--- src/rtl/fetch_pkg.sv ---
// Shared constants for the fetch-to-decode buffer: default widths, the bubble
// word, lane-valid encodings and the PC step between adjacent fetched words.
package fetch_pkg;

    localparam int IW_DEF = 32;
    localparam int PW_DEF = 32;

    localparam logic [31:0] NOP_WORD = 32'h0000_0000;
    localparam int          PC_INC   = 4;

    // 2'b10 is deliberately absent: a younger word without its older partner is not legal
    typedef enum logic [1:0] {
        LANE_NONE = 2'b00,
        LANE_ONE  = 2'b01,
        LANE_TWO  = 2'b11
    } lane_e;

endpackage

--- src/rtl/fetch_buf_mem.sv ---
// Circular storage for the fetch buffer: two write ports for the fetch pair
// and two asynchronous read ports for the decode slot pair.
module fetch_buf_mem #(
    parameter int DEPTH = 8,
    parameter int W     = 64,
    parameter int AW    = $clog2(DEPTH)
) (
    input  logic          clk,
    input  logic          we0_i,
    input  logic          we1_i,
    input  logic [AW-1:0] wa0_i,
    input  logic [AW-1:0] wa1_i,
    input  logic [W-1:0]  wd0_i,
    input  logic [W-1:0]  wd1_i,
    input  logic [AW-1:0] ra0_i,
    input  logic [AW-1:0] ra1_i,
    output logic [W-1:0]  rd0_o,
    output logic [W-1:0]  rd1_o
);

    logic [W-1:0] mem_q [DEPTH];

    // No reset: consumers mask unoccupied entries, so stale contents never escape
    always_ff @(posedge clk) begin
        if (we0_i) mem_q[wa0_i] <= wd0_i;
        if (we1_i) mem_q[wa1_i] <= wd1_i;
    end

    assign rd0_o = mem_q[ra0_i];
    assign rd1_o = mem_q[ra1_i];

endmodule

--- src/rtl/dual_fetch_buffer.sv ---
// Buffers 0-2 fetched words per cycle and presents the two oldest, in program
// order, as the slot pair feeding the dual decoder.
module dual_fetch_buffer
    import fetch_pkg::*;
#(
    parameter int              DEPTH    = 8,
    parameter int              IW       = IW_DEF,
    parameter int              PW       = PW_DEF,
    parameter logic [IW-1:0]   NOP_WORD = fetch_pkg::NOP_WORD,
    localparam int             AW       = $clog2(DEPTH),
    localparam int             CW       = AW + 1
) (
    input  logic          clk,
    input  logic          rst,
    input  logic          flush,
    input  logic [1:0]    in_valid,
    input  logic [IW-1:0] in_instr0,
    input  logic [IW-1:0] in_instr1,
    input  logic [PW-1:0] in_pc,
    output logic          in_ready,
    output logic          out_valid1,
    output logic          out_valid2,
    output logic [IW-1:0] instr1,
    output logic [IW-1:0] instr2,
    output logic [PW-1:0] pc1,
    output logic [PW-1:0] pc2,
    input  logic          out_ready,
    output logic [CW-1:0] count
);

    localparam int W = IW + PW;

    logic [AW-1:0] head_q, head_d;
    logic [AW-1:0] tail_q, tail_d;
    logic [CW-1:0] count_q, count_d;
    logic [1:0]    push_n, pop_n;
    logic [W-1:0]  rd0, rd1;

    // Space check uses only the registered count; a same-cycle pop never frees room
    assign in_ready   = (count_q <= CW'(DEPTH - 2));
    assign out_valid1 = (count_q >= CW'(1));
    assign out_valid2 = (count_q >= CW'(2));
    assign count      = count_q;

    always_comb begin
        push_n = 2'd0;
        if (in_ready && !flush) begin
            case (in_valid)
                LANE_ONE: push_n = 2'd1;
                LANE_TWO: push_n = 2'd2;
                default:  push_n = 2'd0;
            endcase
        end
    end

    always_comb begin
        pop_n = 2'd0;
        if (!flush && out_ready)
            pop_n = {1'b0, out_valid1} + {1'b0, out_valid2};
    end

    always_comb begin
        head_d  = head_q + AW'(pop_n);
        tail_d  = tail_q + AW'(push_n);
        count_d = count_q + CW'(push_n) - CW'(pop_n);
        if (flush) begin
            head_d  = '0;
            tail_d  = '0;
            count_d = '0;
        end
    end

    always_ff @(posedge clk) begin
        if (rst) begin
            head_q  <= '0;
            tail_q  <= '0;
            count_q <= '0;
        end else begin
            head_q  <= head_d;
            tail_q  <= tail_d;
            count_q <= count_d;
        end
    end

    fetch_buf_mem #(
        .DEPTH (DEPTH),
        .W     (W)
    ) u_mem (
        .clk   (clk),
        .we0_i (push_n != 2'd0),
        .we1_i (push_n == 2'd2),
        .wa0_i (tail_q),
        .wa1_i (tail_q + AW'(1)),
        .wd0_i ({in_pc, in_instr0}),
        .wd1_i ({in_pc + PW'(PC_INC), in_instr1}),
        .ra0_i (head_q),
        .ra1_i (head_q + AW'(1)),
        .rd0_o (rd0),
        .rd1_o (rd1)
    );

    // Unoccupied slots are forced to a bubble so storage garbage never reaches decode
    assign instr1 = out_valid1 ? rd0[IW-1:0]   : NOP_WORD;
    assign pc1    = out_valid1 ? rd0[W-1:IW]   : '0;
    assign instr2 = out_valid2 ? rd1[IW-1:0]   : NOP_WORD;
    assign pc2    = out_valid2 ? rd1[W-1:IW]   : '0;

endmodule

--- config.mk ---
export PLATFORM = sky130hd
export DESIGN_NAME = dual_fetch_buffer
export DESIGN_NICKNAME = d
export VERILOG_FILES = /design/src/rtl/fetch_pkg.sv /design/src/rtl/fetch_buf_mem.sv /design/src/rtl/dual_fetch_buffer.sv
export SDC_FILE = /design/constraint.sdc
export NUM_CORES = 1
export LEC_CHECK = 0
export ABC_AREA = 0
export CORE_MARGIN = 3
export CORE_UTILIZATION = 53
export DETAILED_ROUTE_END_ITERATION = 7
export PLACE_DENSITY = 0.81
export SYNTH_ARGS = -nofsm -noshare
export SYNTH_HDL_FRONTEND = slang
export SYNTH_SLANG_ARGS = --single-unit
--- constraint.sdc ---
create_clock -name clk -period 8.22 [get_ports clk]
set_input_delay 1.233 -clock clk [delete_from_list [all_inputs] [get_ports clk]]
set_output_delay 1.233 -clock clk [all_outputs]
set_load 0.01 [all_outputs]
**Word level (Yosys, flattened, before mapping)**

Memory sizes are Yosys's and may differ from the RTL's. A register that Yosys moved wholly into a read port is not among the register bits.
Index checks and enable logic that the tools add are counted.

- $add $sub $neg: 8
- Magnitude comparators: 3
- Equality and inequality tests: 3
- Mux-type cells: 12
- Reduce and logical (&&, ||, !) cells: 5

Operators by type and width:

| cell | number |
|---|---|
| 32-bit 2-to-1 mux | 4 |
| 32-bit by 3-bit adder with 32-bit output (second input constant) | 1 |
| 3-bit by 1-bit adder with 3-bit output (second input constant) | 2 |
| 3-bit by 2-bit adder with 3-bit output | 2 |
| 4-bit by 2-bit adder with 4-bit output | 1 |
| 2-bit == test (second input constant) | 2 |
| 4-bit by 1-bit >= comparator with 1-bit output (second input constant) | 1 |
| 4-bit by 2-bit >= comparator with 1-bit output (second input constant) | 1 |
| 4-bit by 3-bit <= comparator with 1-bit output (second input constant) | 1 |
| 1-bit 2-to-1 mux | 4 |
| 2-bit 2-to-1 mux | 2 |
| 2-bit case mux with 2 select lines | 1 |
| 4-bit by 2-bit subtractor with 4-bit output | 1 |
| 3-bit 2-to-1 mux | 1 |
| 1-bit by 1-bit adder with 2-bit output | 1 |
| 2-bit by 1-bit == test with 1-bit output (second input constant) | 1 |
| 1-bit logical AND | 2 |
| 2-bit nonzero test | 1 |
| 2-bit OR reduction | 1 |
| 1-bit logical NOT | 1 |

- Flip-flop bits (word level): 10
- Memory bits (writable): 512
- Bits of input ports: 102
- Output and inout bits: 135
- Word-level logic and storage cells: 35
- Memories: 1

Memories:

| name | words | bits a word | rd ports | clocked after memory_dff | wr ports | line | source |
|---|---|---|---|---|---|---|---|
| u_mem.mem_q | 8 | 64 | 2 | 1 | 2 | fetch_buf_mem.sv:21 | `logic [W-1:0] mem_q [DEPTH];` |

**Logic depth before layout (Yosys ltp)**

Gate-level depths: netlist (run 1).

- Depth in word-level cells: 6
- Mapped depth: 16
- Depth with buffers taken out: 14

**Modules after synthesis**

From an unflattened synthesis (run 1), not the netlist that was laid out.

- Cells, all modules: 1,852
- Area total of the unflattened synthesis: 31,392.6 sq um

Modules (own cells, without submodules):

| module | instances | cells an instance | area each (sq um) | sequential area each (sq um) |
|---|---|---|---|---|
| fetch_buf_mem | 1 | 1,557 | 29,309.4 | 15,374.7 |
| dual_fetch_buffer | 1 | 295 | 2,083.2 | 200.2 |

**Worst setup path after synthesis (run 1)**

Ideal clock, no wire load.

- Kind: input port to flip-flop
- Start: in flush
- End: mem u_mem.mem_q[0][0] (enable)
- Library setup time: 0.581 ns
- Data arrival time: 6.324 ns
- Data required time: 7.639 ns
- Setup slack: 1.315 ns
- Stages: 3
- Path buffers: 0
- Cell sequence: and3b_1 > nand2b_1 > o31ai_1

RTL lines:

| item | line | source |
|---|---|---|
| from (decl) | dual_fetch_buffer.sv:15 | `input logic flush,` |
| to (decl) | fetch_buf_mem.sv:21 |  |

**Final worst setup path (run 1)**

- Start: reg head_q[1]
- End: out pc2[11]

- Longest elaborated chain between the ends: 3

Ends and longest elaborated chain:

| item | line | source |
|---|---|---|
| from (decl) | dual_fetch_buffer.sv:33 | `logic [AW-1:0] head_q, head_d;` |
| from (signal assigned) | dual_fetch_buffer.sv:75 | `head_q <= '0;` |
| from (signal assigned) | dual_fetch_buffer.sv:79 | `head_q <= head_d;` |
| 3-bit by 1-bit adder with 3-bit output | dual_fetch_buffer.sv:97 | `.ra1_i (head_q + AW'(1)),` |
| memory read 8 x 64 bit | n/a |  |
| 32-bit 2-to-1 mux | dual_fetch_buffer.sv:106 | `assign pc2 = out_valid2 ? rd1[W-1:IW] : '0;` |
| to (decl) | dual_fetch_buffer.sv:26 | `output logic [PW-1:0] pc2,` |

Every way passes these cells.

==> results of run 1 <==
==> registers in the layout, indices dropped and copies added (netlist names) <==
signal	cells
head_q	3
count	4
tail_q	3
u_mem.mem_q	512
==> final timing paths <==
path                  start         to  slack (ns)
setup / recovery  head_q[1]    pc2[11]        2.61
hold / removal    tail_q[2]  tail_q[2]        0.69
setup reg to reg   count[2]   count[3]        4.10
hold reg to reg   tail_q[2]  tail_q[2]        0.69
==> logic make-up after synthesis <==
group / after synthesis
XOR/XNOR: 240
flip-flops: 522
AND/OR/NAND/NOR: 1328
buffers and inverters: 288
adder cells (fa/ha/maj): 17
multiplexers: 320
AO/OA/AOI/OAI: 77
==> power by group through the flow <==
stage                     clock (W)  sequential [W]  combinational (W)
final                       0.00260         0.00306            0.00278
after global routing        0.00271         0.00307            0.00294
after CTS                   0.00261         0.00306            0.00279
after detailed placement          0         0.00311            0.00278
after global placement            0         0.00311            0.00273
after floorplan                   0         0.00311            0.00148
==> metal layers <==
| metal | track usage, % | vias up |
|---|---|---|
| met2 | 52.3 | 1992 |
| met3 | 7.86 | 429 |
| li1 | - | 9855 |
| met4 | 17.3 | 2 |
| met1 | 38.9 | 11689 |
| met5 | 0 | - |
==> layout make-up <==
type / instances / area share [%]
diodes: 11 / 0.0768
clock buffers: 61 / 3.90
clock inverters: 40 / 1.23
inverters: 13 / 0.136
multi-input cells: 1982 / 40.9
flip-flops and latches: 522 / 43.5
well taps: 765 / 2.67
repair buffers: 279 / 7.53
==> cell usage in the layout, fill, tap and decap left out, drive strengths merged, types with 12 or more instances in the layout <==
cell           instances
and2                  12
ha                    13
a21oi                 65
nand2               1063
edfxtp               512
inv                   16
clkdlybuf4s50        236
clkinv                24
clkbuf                61
nor2                 159
nor3                  36
xnor2                136
mux2i                 64
buf                   43
xor2                 104
mux4                 256
==> metrics by stage <==
step	cell area (µm²)	total power [W]	worst slack, ns	instances
after floorplan	31400	0.00459	1.32	2792
after global placement	34000	0.00583	3.27	3561
after detailed placement	34000	0.00589	3.21	3561
after CTS	35800	0.00846	2.55	3662
after global routing	35800	0.00872	2.37	3668
final	35800	0.00844	2.61	3673
==> worst max-delay path: stages (launching register included) <==
cell and delay [ns]:
dfxtp_4 0.81, ha_4 0.86, buf_4 0.68, mux4_2 0.59
nand2_1 0.09, a21oi_1 0.13, clkdlybuf4s50_1 0.53
==> impl_results.md, run 1 <==
- Result of the run: finished, final reports clean
- Leakage: 12.3 nW
- Share of synthesized cell area in and, or, nand and nor gates: 16.9%
- Worst ir drop on vdd: 0.317 mV
- Worst-case clock buffer depth: 3
- Dominant cell by count in the synthesized netlist: nand2_1
- Wire length of the first global-routing pass: 149 mm
- Area enclosed by the die boundary: 62100 µm²
- Drt via density: between 6 and 7
- Period Utilization, post-route: approximately two thirds
- Filler Cells Inserted: approximately 4300
- Unrepaired setup endpoints after global routing: false
- Parity-gate share of the synthesized area counting xor and xnor cells: around 6.7%
- Share of the synthesized area in compound gates (AO/OA/AOI/OAI): 1.27%
- Net Sw Frac: between 30% and 40%
- Setup CP Type: reg2out
- Cell type with the largest total area after synthesis: edfxtp_1
- Share of flip-flops with an asynchronous set or reset: 0%
- Row count: 88
- Number of cells on the worst hold path: 2
- Clk Latency, worst-skew pair: roughly 0.63 ns
- Worst Skew: 0.0311 ns
- Die span in x: between 200 and 250 µm
- Tightest Pin Transition: 1.28 ns
- Number of antenna violations at the first check in global routing: 9
- F_max: between 0.15 and 0.2 GHz
- Sequential cell area: 15600 µm²
- Total global-route track usage: 31.8%
- Metal1 wirelength: roughly 33 mm
- Number of distinct standard cells referenced by the synthesized netlist: 44
- Worst hold slack after final layout: 0.687 ns
- Post-CTS setup buffers: 0
- I/O pin total: 237
- Min Tclk post-route: 5.61 ns
- DRC violation count after routing: 0
- Critical Path End Type: primary output
- Post-synth EDFFs: approximately 500
- Post-Syn Area per Cell: 11.2 µm²
- Max FO, Critical Path: 42
- CTS H-Tree Depth: 2
- Fin nets: 2972
- Startpoint kind of the worst setup timing path: register
- Area share of the largest cell type after synthesis: 49.0%
- CTS tree: done
- Internal power: around 0.0058 W
- Post-DP HPWL: 55.7 mm
- Worst Path Arrival: approximately 4.4 ns
- Proportion of layout cells with a drive suffix above 1: 14.9%
- Fraction of synthesized area in multiplexers: about a fifth
- Effective utilization at floorplan: 53.9%
- YS warnings: 0
- P&R area growth vs syn: 14.3%
- DRT iter0 DRCs: 3328
- Post-CTS Hold Fix Bufs: 0
- PortBufs: 236
- Gr ovfl total: 0
- First-pass DRT Iterations: 6
- Highest metal layer used by the detailed router: met5
- Area of the multi-input gates: approximately 15000 µm²
- Worst min-delay path category: reg2reg
- Number of max-cap violations: 0
- Clk pin slew, worst setup/hold paths: roughly 0.070 ns
- Cells taking the most area after synthesis: edfxtp_1, mux4_2, nand2_1
- Max transition margin: ~14%
- Clock power share: a little under a third
- Final core utilization: 61.6%
- Syn Std Cell Area: 31400 µm²
- Clock sink total: 522
- Detail Route met3 WL: 13.2 mm
- Net count after synthesis: 2911
- Required arrival time at the worst endpoint: 6.99 ns
- Reg power frac: a little over a third
- Via count of the routed design: 23967
- WL per Instance: 27.3 µm
- Routability congestion estimate: 0.884
- Post-synthesis sequential area ratio: roughly 50%
- Top post-synthesis cells by count: nand2_1, edfxtp_1, mux4_2, nor2_1
- Power per standard cell area: 236 nW/µm²
- Vertical die dimension: ~250 µm
- Final count of negative-setup-slack endpoints: 0
- Number of buffers created by CTS: 55
- Post-CTS Resized: 0
- Final routed wirelength across all metal layers: 100 mm
- Share of power burned in combinational logic: 32.9%
- Dominant combinational cell family by area after synthesis: multiplexers
- Via count of the first global-routing pass: 24625
- Post-synthesis register bit count: 522
- Area of the core region: between 50000 and 60000 µm²
- Net switching component of the power: ~0.0026 W
- Cell count of the worst reg-to-reg path: 15
- Final-layout setup total negative slack: 0 ns
- Met2 routed WL: ~49 mm
- Maximum number of pins on one net before global-route repair: 73
- Post-synthesis adder-cell area fraction: 0.774%
- Clock root buffer master: clkbuf_16
- Antenna-violating nets left: 0
- Hold Fails Final Rpt: 0
- Dominant synthesized flop cell: edfxtp_1
- Max Slew Vio Count: 0
- Synthesized netlist cell count: 2792
(Power assumes the default switching activity.)
==> run 2: changes to the inputs <==
- PLACE_DENSITY: 0.81 -> 0.84
- clock period: 8.22 -> 5 ns (I/O delays scaled with it)
==> run 2 against run 1 <==
  * Wire length shrank 0.37%
  * Cell count grew 0.33%
  * Critical path depth shrank 1
  * Utilization grew 0.24 points
  * Die area is the same
  * First-iteration DRC count grew 22%
  * Non-clock buffer count grew 18
  * Global-route usage shrank 0.34 points
  * Critical path type unchanged
  * Largest power group unchanged
  * Highest routed layer unchanged
==> impl_results.md, run 2 (same netlist as run 1, synthesis figures left out) <==
- Result of the run: finished, final reports clean
- Most common cell type on the critical path: buf_4
- Leakage: 12.3 nW (+0.36%)
- DRC violation count after routing: 0 (unchanged)
- Gr ovfl total: 0 (unchanged)
- Max transition margin: 19.9% (+5.8 points)
- WL per Instance: 27.1 µm (-0.70%)
- Number of antenna violations at the first check in global routing: 14 (+5)
- I/O pin total: 237 (unchanged)
- Hold Fails Final Rpt: 0 (unchanged)
- Number of non-filler instances in the completed layout: 3685 (+0.33%)
- Number of max-cap violations: 0 (unchanged)
- Max Slew Vio Count: 0 (unchanged)
- Launch point of the worst hold path: tail_q[2]
- Post-CTS setup buffers: 0 (unchanged)
- Register with the most flip-flops: u_mem.mem_q
- F_max: 0.226 GHz
- Via count of the first global-routing pass: 24799 (+0.71%)
- Worst Path Arrival: 3.67 ns (-0.71 ns)
- Max FO, Critical Path: 37 (-12%)
- Tightest Pin Transition: 1.20 ns (-0.0852 ns)
- Leading cell types in the layout, fill and taps excluded: nand2_1, edfxtp_1, mux4_2, clkdlybuf4s50_1, nor2_1
- Antenna-violating nets left: 0 (unchanged)
- Net Sw Frac: 31.6% (+0.51 points)
- Number of cells on the worst hold path: 2 (unchanged)
- Filler Cells Inserted: 4246 (-1.7%)
- CTS H-Tree Depth: 2 (unchanged)
- Startpoint kind of the worst setup timing path: register
- Die span in x: 249 µm (unchanged)
- Number of buffers created by CTS: 53 (-3.6%)
- Max reg flops: 512 (unchanged)
- Total design power: 0.0136 W (+61%)
- Share of power burned in combinational logic: 34.1% (+1.2 points)
- Proportion of layout cells with a drive suffix above 1: 14.9% (about the same)
- Unrepaired setup endpoints after global routing: false
- CTS tree: done
- Critical R2R Launch: count[2]
- Fin nets: 2988 (+0.54%)
- Post-DP HPWL: 58.5 mm (+5.0%)
- Top Family by Delay on Critical Path: buffers and inverters
- Critical Path End Type: primary output
- Final routed wirelength across all metal layers: 99.9 mm (-0.37%)
- Clk Latency, worst-skew pair: 0.64 ns (about the same)
- Period Utilization, post-route: 88.4%
- Post-CTS Hold Fix Bufs: 0 (unchanged)
- Drt via density: 6.63 (+1.6%)
- Reg2Reg Setup Slack: 1.30 ns (-2.80 ns)
- Cell Count Post-Placement: 3579 (+0.51%)
- Worst ir drop on vdd: 1.17 mV (+270%)
- Row count: 88 (unchanged)
- Most common library cell in the layout ignoring fill and taps: nand2_1
- Worst path bufs/invs: 3 (+1)
- Clock power share: 28.9% (-1.9 points)
- Biggest cell delay along the critical path: 0.84 ns (-0.02 ns)
- Worst-case hold path end point: tail_q[2]
- DRT iter0 DRCs: 4063 (+22%)
- Post-CTS Resized: 0 (unchanged)
- Clock sink total: 522 (unchanged)
- Worst-case clock buffer depth: 3 (unchanged)
- Slowest cell on crit path: buf_4
- PortBufs: 236 (unchanged)
- Chain of cells forming the critical path: buf_4, buf_4, mux2i_1, nor2_1, clkdlybuf4s50_1
- Routability congestion estimate: 0.849 (-3.9%)
- Cell count of the worst reg-to-reg path: 14 (-1)
- Worst Skew: 0.0165 ns (-0.0147 ns)
- Wire length of the first global-routing pass: 149 mm (-0.40%)
- First-pass DRT Iterations: 6 (unchanged)
- Post-Layout Inst Area: 36000 µm² (+0.39%)
- Power per standard cell area: 379 nW/µm² (+61%)
- Post-placement cell area: 34300 µm² (+0.91%)
- Min Tclk post-route: between 4 and 5 ns
- Vertical die dimension: 249 µm (unchanged)
- P&R area growth vs syn: 14.7%
- Reg power frac: 36.9% (+0.6 points)
- Final count of negative-setup-slack endpoints: 0 (unchanged)
- Clk pin slew, worst setup/hold paths: 0.06 ns (about the same)
- Maximum number of pins on one net before global-route repair: 141 (+93%)
- Total global-route track usage: 31.5% (-0.34 points)
- Setup CP Type: reg2out
- Clock root buffer master: clkbuf_16
- Crit path setup slack, layout: 0.579 ns (-2.03 ns)
- Internal power: 0.00932 W (+60%)
- Area enclosed by the die boundary: 62100 µm² (unchanged)
- Worst slack at placement: 0.890 ns (-2.32 ns)
- Via count of the routed design: 24425 (+1.9%)
- Endpoint of the worst-slack reg-to-reg timing path: count[3]
- Area of the core region: 58100 µm² (unchanged)
- Net switching component of the power: 0.00431 W (+64%)
- Effective utilization at floorplan: 53.9% (unchanged)
- Required arrival time at the worst endpoint: 4.25 ns (-2.74 ns)
- Worst min-delay path category: reg2reg
==> run 2: power groups by stage <==
stage	clock network [W]	logic, W	registers [W]
finish	0.00394	0.00465	0.00503
global route	0.00410	0.00490	0.00504
CTS	0.00395	0.00463	0.00503
detailed placement	0	0.00460	0.00512
global placement	0	0.00450	0.00510
floorplan	0	0.00244	0.00511
==> run 2: how the worst max path moves through the flow <==
stage / start / end / slack, ns / cells past startpoint
2_1_floorplan: count[3] / u_mem.mem_q[3][0] / -1.42 / 7
3_3_place_gp: in_pc[2] / u_mem.mem_q[3][62] / 1.11 / 7
3_5_place_dp: in_pc[2] / u_mem.mem_q[3][62] / 0.89 / 7
4_1_cts: head_q[0] / pc2[7] / 0.68 / 6
5_1_grt: head_q[0] / pc2[6] / 0.52 / 5
6_report: head_q[2] / pc1[7] / 0.58 / 5
==> run 2: per-layer routing <==
layer	global-route usage, %	share of wire [%]
met5	0	0.034
met4	18.3	6.3
met3	7.50	15
met2	49.8	47
met1	39.8	32
==> run 2: final cells by class <==
cell class	count	area [µm²]	share of cell area [%]
antenna	9	22.5	0.0626
clock buffer	66	1380	3.82
clock inverter	31	299	0.831
inverter	13	48.8	0.136
multi-input combinational	1982	14700	40.8
sequential	522	15600	43.3
tap	765	957	2.66
timing repair buffer	297	3010	8.36
==> run 2: stage by stage <==
stage | TNS [ns] | hold WS (ns) | utilization, %
finish | 0 | 0.672 | 61.9
global route | 0 | 0.722 | 61.8
CTS | 0 | 0.657 | 61.8
detailed placement | 0 | 0.631 | 58.9
global placement | 0 | 0.601 | 58.9
floorplan | -363.07 | 0.562 | -
==> run 2: worst register-to-register path: cells and delay by family (launching register included) <==
family	cells	cell delay, ns
flops	1	0.39
buf+inv	3	0.31
simple gates	3	0.96
compound gates	3	0.53
xor+xnor	1	0.14
fa+ha+maj	4	1.26
